`config.mk`:
```
export PLATFORM = sky130hd
export DESIGN_NAME = regbus_bridge_flat
export DESIGN_NICKNAME = d
export VERILOG_FILES = /design/src/rtl/regbus_pkg.sv /design/src/rtl/regbus_bridge_if.sv /design/src/rtl/regbus_bridge.sv /design/src/flat_wrapper.sv
export SDC_FILE = /design/constraint.sdc
export NUM_CORES = 1
export LEC_CHECK = 0
export ABC_AREA = 1
export BUFFER_PORTS_ARGS = -buffer_cell sky130_fd_sc_hd__clkbuf_2
export CORE_MARGIN = 2
export CORE_UTILIZATION = 50
export CTS_CLUSTER_DIAMETER = 60
export DETAILED_ROUTE_END_ITERATION = 10
export PLACE_DENSITY = 0.82
export SKIP_LAST_GASP = 1
export SYNTH_ARGS = -nofsm -noshare
export SYNTH_HDL_FRONTEND = slang
export SYNTH_SLANG_ARGS = --single-unit
export TNS_END_PERCENT = 50
```
`constraint.sdc`:
```
create_clock -name clock_i -period 2.11 [get_ports clock_i]
set_clock_uncertainty 0.05 [all_clocks]
set_input_delay 0.1055 -clock clock_i [delete_from_list [all_inputs] [get_ports clock_i]]
set_output_delay 0.1055 -clock clock_i [all_outputs]
set_load 0.005 [all_outputs]
```
`src/rtl/regbus_pkg.sv`:
```
// Shared definitions for the host-byte-stream to register-bus bridge.
// Optional burst support is enabled with the REGBUS_AUTOINC_EN macro.
package regbus_pkg;

  localparam int CMD_W_BIT   = 7;
  localparam int CMD_INC_BIT = 6;

  typedef enum logic [2:0] {
    ST_CMD    = 3'd0,
    ST_COUNT  = 3'd1,
    ST_WDATA  = 3'd2,
    ST_RWAIT  = 3'd3,
    ST_RLATCH = 3'd4,
    ST_RESP   = 3'd5
  } state_t;

endpackage

```
`src/rtl/regbus_bridge_if.sv`:
```
// Host byte stream, response stream and memmap register-bus signals.
// master = bridge side, slave = host link plus memmap side.
interface regbus_bridge_if #(
  parameter int ADDR_BITS = 4
);
  logic                 rx_valid_i;
  logic [7:0]           rx_data_i;
  logic                 rx_ready_o;
  logic                 tx_valid_o;
  logic [7:0]           tx_data_o;
  logic                 tx_ready_i;
  logic                 write_o;
  logic [ADDR_BITS-1:0] addr_o;
  logic [7:0]           data_o;
  logic [7:0]           data_i;
  logic                 busy_o;

  modport master (
    input  rx_valid_i, rx_data_i, tx_ready_i, data_i,
    output rx_ready_o, tx_valid_o, tx_data_o, write_o, addr_o, data_o, busy_o
  );

  modport slave (
    output rx_valid_i, rx_data_i, tx_ready_i, data_i,
    input  rx_ready_o, tx_valid_o, tx_data_o, write_o, addr_o, data_o, busy_o
  );
endinterface

```
`src/rtl/regbus_bridge.sv`:
```
// Decodes host command bytes into memmap write strobes and register reads.
// REGBUS_AUTOINC_EN adds counted bursts with auto-incrementing address.
//
// state     | meaning
// ----------+------------------------------------------------------
// ST_CMD    | idle, waiting for a command byte
// ST_COUNT  | waiting for burst count byte (REGBUS_AUTOINC_EN only)
// ST_WDATA  | accepting write data bytes
// ST_RWAIT  | address presented, memmap read data settling
// ST_RLATCH | capture memmap read data into the response register
// ST_RESP   | response byte offered until host accepts it
module regbus_bridge
  import regbus_pkg::*;
#(
  parameter int ADDR_BITS = 4
) (
  input  logic             clock_i,
  input  logic             reset_i,
  regbus_bridge_if.master  bus
);

  state_t               state;
  logic                 is_write;
  logic [ADDR_BITS-1:0] addr_q;
  logic [7:0]           data_q;
  logic                 write_q;
  logic                 tx_valid_q;
  logic [7:0]           tx_data_q;
  logic                 rx_fire;
  logic                 last;

`ifdef REGBUS_AUTOINC_EN
  // Transfers still to perform, including the current one; 256 needs 9 bits.
  logic [8:0] remaining;
  assign last = (remaining == 9'd1);
`else
  assign last = 1'b1;
`endif

  assign bus.rx_ready_o = !reset_i &&
                          (state == ST_CMD || state == ST_COUNT || state == ST_WDATA);
  assign rx_fire        = bus.rx_valid_i && bus.rx_ready_o;
  assign bus.busy_o     = (state != ST_CMD);
  assign bus.addr_o     = addr_q;
  assign bus.data_o     = data_q;
  assign bus.write_o    = write_q;
  assign bus.tx_valid_o = tx_valid_q;
  assign bus.tx_data_o  = tx_data_q;

  always_ff @(posedge clock_i) begin
    if (reset_i) begin
      state      <= ST_CMD;
      is_write   <= 1'b0;
      addr_q     <= '0;
      data_q     <= '0;
      write_q    <= 1'b0;
      tx_valid_q <= 1'b0;
      tx_data_q  <= '0;
`ifdef REGBUS_AUTOINC_EN
      remaining  <= '0;
`endif
    end else begin
      write_q <= 1'b0;
      // Burst writes advance the address once the strobe cycle has been seen.
      if (write_q && state == ST_WDATA)
        addr_q <= addr_q + ADDR_BITS'(1);

      case (state)
        ST_CMD: begin
          if (rx_fire) begin
            addr_q   <= bus.rx_data_i[ADDR_BITS-1:0];
            is_write <= bus.rx_data_i[CMD_W_BIT];
`ifdef REGBUS_AUTOINC_EN
            remaining <= 9'd1;
            if (bus.rx_data_i[CMD_INC_BIT])
              state <= ST_COUNT;
            else
`endif
            if (bus.rx_data_i[CMD_W_BIT])
              state <= ST_WDATA;
            else
              state <= ST_RWAIT;
          end
        end
`ifdef REGBUS_AUTOINC_EN
        ST_COUNT: begin
          if (rx_fire) begin
            remaining <= {1'b0, bus.rx_data_i} + 9'd1;
            state     <= is_write ? ST_WDATA : ST_RWAIT;
          end
        end
`endif
        ST_WDATA: begin
          if (rx_fire) begin
            data_q  <= bus.rx_data_i;
            write_q <= 1'b1;
`ifdef REGBUS_AUTOINC_EN
            remaining <= remaining - 9'd1;
`endif
            if (last)
              state <= ST_CMD;
          end
        end
        ST_RWAIT:
          state <= ST_RLATCH;
        ST_RLATCH: begin
          tx_data_q  <= bus.data_i;
          tx_valid_q <= 1'b1;
          state      <= ST_RESP;
        end
        ST_RESP: begin
          if (bus.tx_ready_i) begin
            tx_valid_q <= 1'b0;
`ifdef REGBUS_AUTOINC_EN
            remaining <= remaining - 9'd1;
`endif
            if (last) begin
              state <= ST_CMD;
            end else begin
              addr_q <= addr_q + ADDR_BITS'(1);
              state  <= ST_RWAIT;
            end
          end
        end
        default:
          state <= ST_CMD;
      endcase
    end
  end

endmodule

```
`src/flat_wrapper.sv`:
```
// flat-port wrapper written by rule: the top's interface ports become plain ports
module regbus_bridge_flat import regbus_pkg::*;
#(
  parameter int ADDR_BITS = 4
)
  (clock_i, reset_i, bus_rx_valid_i, bus_rx_data_i, bus_tx_ready_i, bus_data_i, bus_rx_ready_o, bus_tx_valid_o, bus_tx_data_o, bus_write_o, bus_addr_o, bus_data_o, bus_busy_o);
  regbus_bridge_if #(.ADDR_BITS(ADDR_BITS)) bus_i ();
  input  logic clock_i;
  input  logic reset_i;
  input wire logic [$bits(bus_i.rx_valid_i)-1:0] bus_rx_valid_i;
  input wire logic [$bits(bus_i.rx_data_i)-1:0] bus_rx_data_i;
  input wire logic [$bits(bus_i.tx_ready_i)-1:0] bus_tx_ready_i;
  input wire logic [$bits(bus_i.data_i)-1:0] bus_data_i;
  output wire logic [$bits(bus_i.rx_ready_o)-1:0] bus_rx_ready_o;
  output wire logic [$bits(bus_i.tx_valid_o)-1:0] bus_tx_valid_o;
  output wire logic [$bits(bus_i.tx_data_o)-1:0] bus_tx_data_o;
  output wire logic [$bits(bus_i.write_o)-1:0] bus_write_o;
  output wire logic [$bits(bus_i.addr_o)-1:0] bus_addr_o;
  output wire logic [$bits(bus_i.data_o)-1:0] bus_data_o;
  output wire logic [$bits(bus_i.busy_o)-1:0] bus_busy_o;
  assign bus_i.rx_valid_i = bus_rx_valid_i;
  assign bus_i.rx_data_i = bus_rx_data_i;
  assign bus_i.tx_ready_i = bus_tx_ready_i;
  assign bus_i.data_i = bus_data_i;
  assign bus_rx_ready_o = bus_i.rx_ready_o;
  assign bus_tx_valid_o = bus_i.tx_valid_o;
  assign bus_tx_data_o = bus_i.tx_data_o;
  assign bus_write_o = bus_i.write_o;
  assign bus_addr_o = bus_i.addr_o;
  assign bus_data_o = bus_i.data_o;
  assign bus_busy_o = bus_i.busy_o;
  regbus_bridge #(.ADDR_BITS(ADDR_BITS)) u_core (.clock_i(clock_i), .reset_i(reset_i), .bus(bus_i));
endmodule
```
==> run_results.csv <==
group,metric,value,unit
floorplan,fp.dieW,50.7,µm
power,pwr-share-seq,0.595,
floorplan,die_area,2570,µm²
logic_synthesis,postSynthCellCount,149,
placed_design,gp_congestion,0.858,
global_routing,gr-usage-all-layers,0.237,
sta,setup_violations,0,
final_layout,final_core_util,0.752,
power,p_sw,0.224,mW
status,status,"finished, violations left",
final_layout,layout.cells.non_filler,236,
global_routing,grt_pass1_vias,1150,
clocking,cts_made_buffers,3,
power,p_int,0.626,mW
critical_path,arrival,1.68,ns
global_routing,antenna_found_initial,0,
sta,min_period_over_period,0.714,
logic_synthesis,yosys_warnings,0,
final_layout,layout_common_cells,"43 x clkbuf_2, 32 x nor2_1, 25 x dfxtp_1",
final_layout,nets,231,
detailed_routing,vias,1187,
placed_design,dp.cells,216,
power,sw_frac_of_total,0.264,
clocking,cts_root_buf,"clkbuf_4",
final_layout,areaGrowthSynthToFinish,37.8,%
final_layout,final_common_cell,"clkbuf_2",
sta,slew_headroom,0.805,
clocking,clockBufferDepth,2,
floorplan,num_rows,16,
detailed_routing,via_per_inst,5.03,
sta,drv_slew,0,
global_routing,grt_pass1_wl,4730,µm
final_layout,antenna_cells,0,
logic_synthesis,yosysSeqAreaShare,0.458,
floorplan,die_h,50.7,µm
power,p_per_area,565,nW/µm²
placed_design,dpl.hpwl,1770,µm
status,violations,"negative hold slack",
power,peakVddDrop,360,µV
sta,grt_setup_unrepaired,"no",
global_routing,grt_max_degree,21,
logic_synthesis,ys_ff_latch,25,
global_routing,grt_overflow,0,
detailed_routing,ant_nets,0,
logic_synthesis,avgSynthCellArea,7.33,µm²
clocking,clock_sinks,25,
critical_path,crit_path_start_kind,"input port",
logic_synthesis,synthesis.area,1090,µm²
sta,worst_pin_slew,0.293,ns
power,pwr-share-comb,0.160,
sta,fmax,0.664,GHz
final_layout,drive_above_1_share,0.268,
detailed_routing,wl,2760,µm
clocking,ctsResizeCount,0,
critical_path,crit_path_end_kind,"flip-flop",
floorplan,start_util,0.546,
sta,finalHoldViolCount,1,
clocking,htreeDepth,1,
detailed_routing,drc,0,
logic_synthesis,synth_cell_types,21,
placed_design,port-buffer-count,43,
clocking,cts_hold_buf,16,
power,p_total,0.851,mW
critical_path,required,2.29,ns
power,p_leak,0.771,nW
clocking,clk_pin_slew_worst_paths,0.13,ns
critical_path,path_max_fanout,12,
sta,period_minus_slack,1.51,ns
clocking,post_cts_buffers,0,
flow_run,maxCapViolCount,0,
sta,final.setup.tns,0,ns
sta,hold_ws,-0.00308,ns
detailed_routing,dr.pass1.iters,4,
power,pwr-share-clk,0.246,
clocking,clk_latency,0.31,ns
floorplan,io_pins,44,
detailed_routing,wl_per_cell,11.7,µm
floorplan,core_region_area,2000,µm²
critical_path,critical_path_class,"input port to flip-flop",
logic_synthesis,syn_nets,170,
hold_path,hold_class,"input port to flip-flop",
clocking,tritoncts,"done",
detailed_routing,drt-initial-drc-count,25,
sequential cells by signal, summed over array words and instances, names as in the netlist:
name / cells
u_core.bus.write_o: 1
u_core.bus.tx_valid_o: 1
u_core.bus.addr_o: 4
u_core.state: 3
u_core.bus.data_o: 8
u_core.bus.tx_data_o: 8
final timing paths:
| kind | startpoint | cells past startpoint | end | slack, ns |
|---|---|---|---|---|
| worst max-delay path | reset_i | 8 | u_core.bus.addr_o[3]$_SDFF_PP0_ | 0.60 |
| worst min-delay path | bus_rx_data_i[1] | 3 | u_core.bus.data_o[1]$_SDFFE_PP0P_ | -0.003 |
| worst max register to register | u_core.state[2]$_SDFFE_PP0P_ | 6 | u_core.bus.addr_o[3]$_SDFF_PP0_ | 0.66 |
| worst min register to register | u_core.bus.tx_valid_o$_SDFFE_PP0P_ | 2 | u_core.bus.tx_valid_o$_SDFFE_PP0P_ | 0.45 |
power by group through the flow:
stage / logic, mW / clock network (mW) / registers [mW]
floorplan: 0.0689 / 0 / 0.512
global placement: 0.109 / 0 / 0.514
detailed placement: 0.111 / 0 / 0.516
CTS: 0.135 / 0.215 / 0.505
global route: 0.153 / 0.239 / 0.509
finish: 0.136 / 0.209 / 0.506
kinds of logic (layout without fill, tap and decap cells):
kind of cell / after synthesis / count (layout) / synth area share
AND/OR/NAND/NOR: 75 / 75 / 0.315
adder cells (fa/ha/maj): 1 / 1 / 0.0115
XOR/XNOR: 1 / 1 / 0.00802
buffers and inverters: 21 / 81 / 0.0870
flip-flops: 25 / 25 / 0.458
AO/OA/AOI/OAI: 26 / 26 / 0.120
stage by stage:
| stage | area, µm² | setup WS (ns) |
|---|---|---|
| global placement | 1320 | 0.788 |
| finish | 1510 | 0.604 |
| floorplan | 1090 | 0.942 |
| CTS | 1510 | 0.627 |
| global route | 1510 | 0.496 |
| detailed placement | 1320 | 0.718 |
cells in the mapped netlist (all sizes together):
| cell | count | area [µm²] |
|---|---|---|
| a21oi | 4 | 20.0 |
| a31oi | 1 | 6.26 |
| buf | 2 | 22.5 |
| clkbuf | 2 | 8.75 |
| dfxtp | 25 | 500 |
| ha | 1 | 12.5 |
| inv | 17 | 63.8 |
| nand2 | 20 | 80.1 |
| nand3 | 8 | 45.0 |
| nand4 | 3 | 18.8 |
| nor2 | 36 | 160 |
| nor3 | 8 | 40.0 |
| o21ai | 21 | 105 |
| xnor2 | 1 | 8.76 |
routing by layer:
layer / part of all wire / up-vias / track usage
li1: - / 602 / -
met1: 0.41 / 534 / 0.274
met2: 0.52 / 45 / 0.421
met3: 0.055 / 6 / 0.0506
met4: 0.015 / 0 / 0.0946
met5: 0 / - / 0
critical path: stages:
cell           delay, ns
dlygate4sd3_1       0.53
clkbuf_2            0.15
nor2_1              0.17
nand3_2             0.27
nor2_2              0.26
a21oi_1             0.09
nand2_1             0.06
inv_1               0.04
area by class of cell:
| cell class | instances | area [µm²] |
|---|---|---|
| tap | 27 | 33.8 |
| timing repair buffer | 60 | 383 |
| inverter | 17 | 63.8 |
| fill | 162 | 497 |
| sequential | 25 | 500 |
| multi-input combinational | 103 | 497 |
| clock buffer | 3 | 22.5 |
| clock inverter | 1 | 5.00 |
No activity file was read; power rests on OpenSTA's default activity.
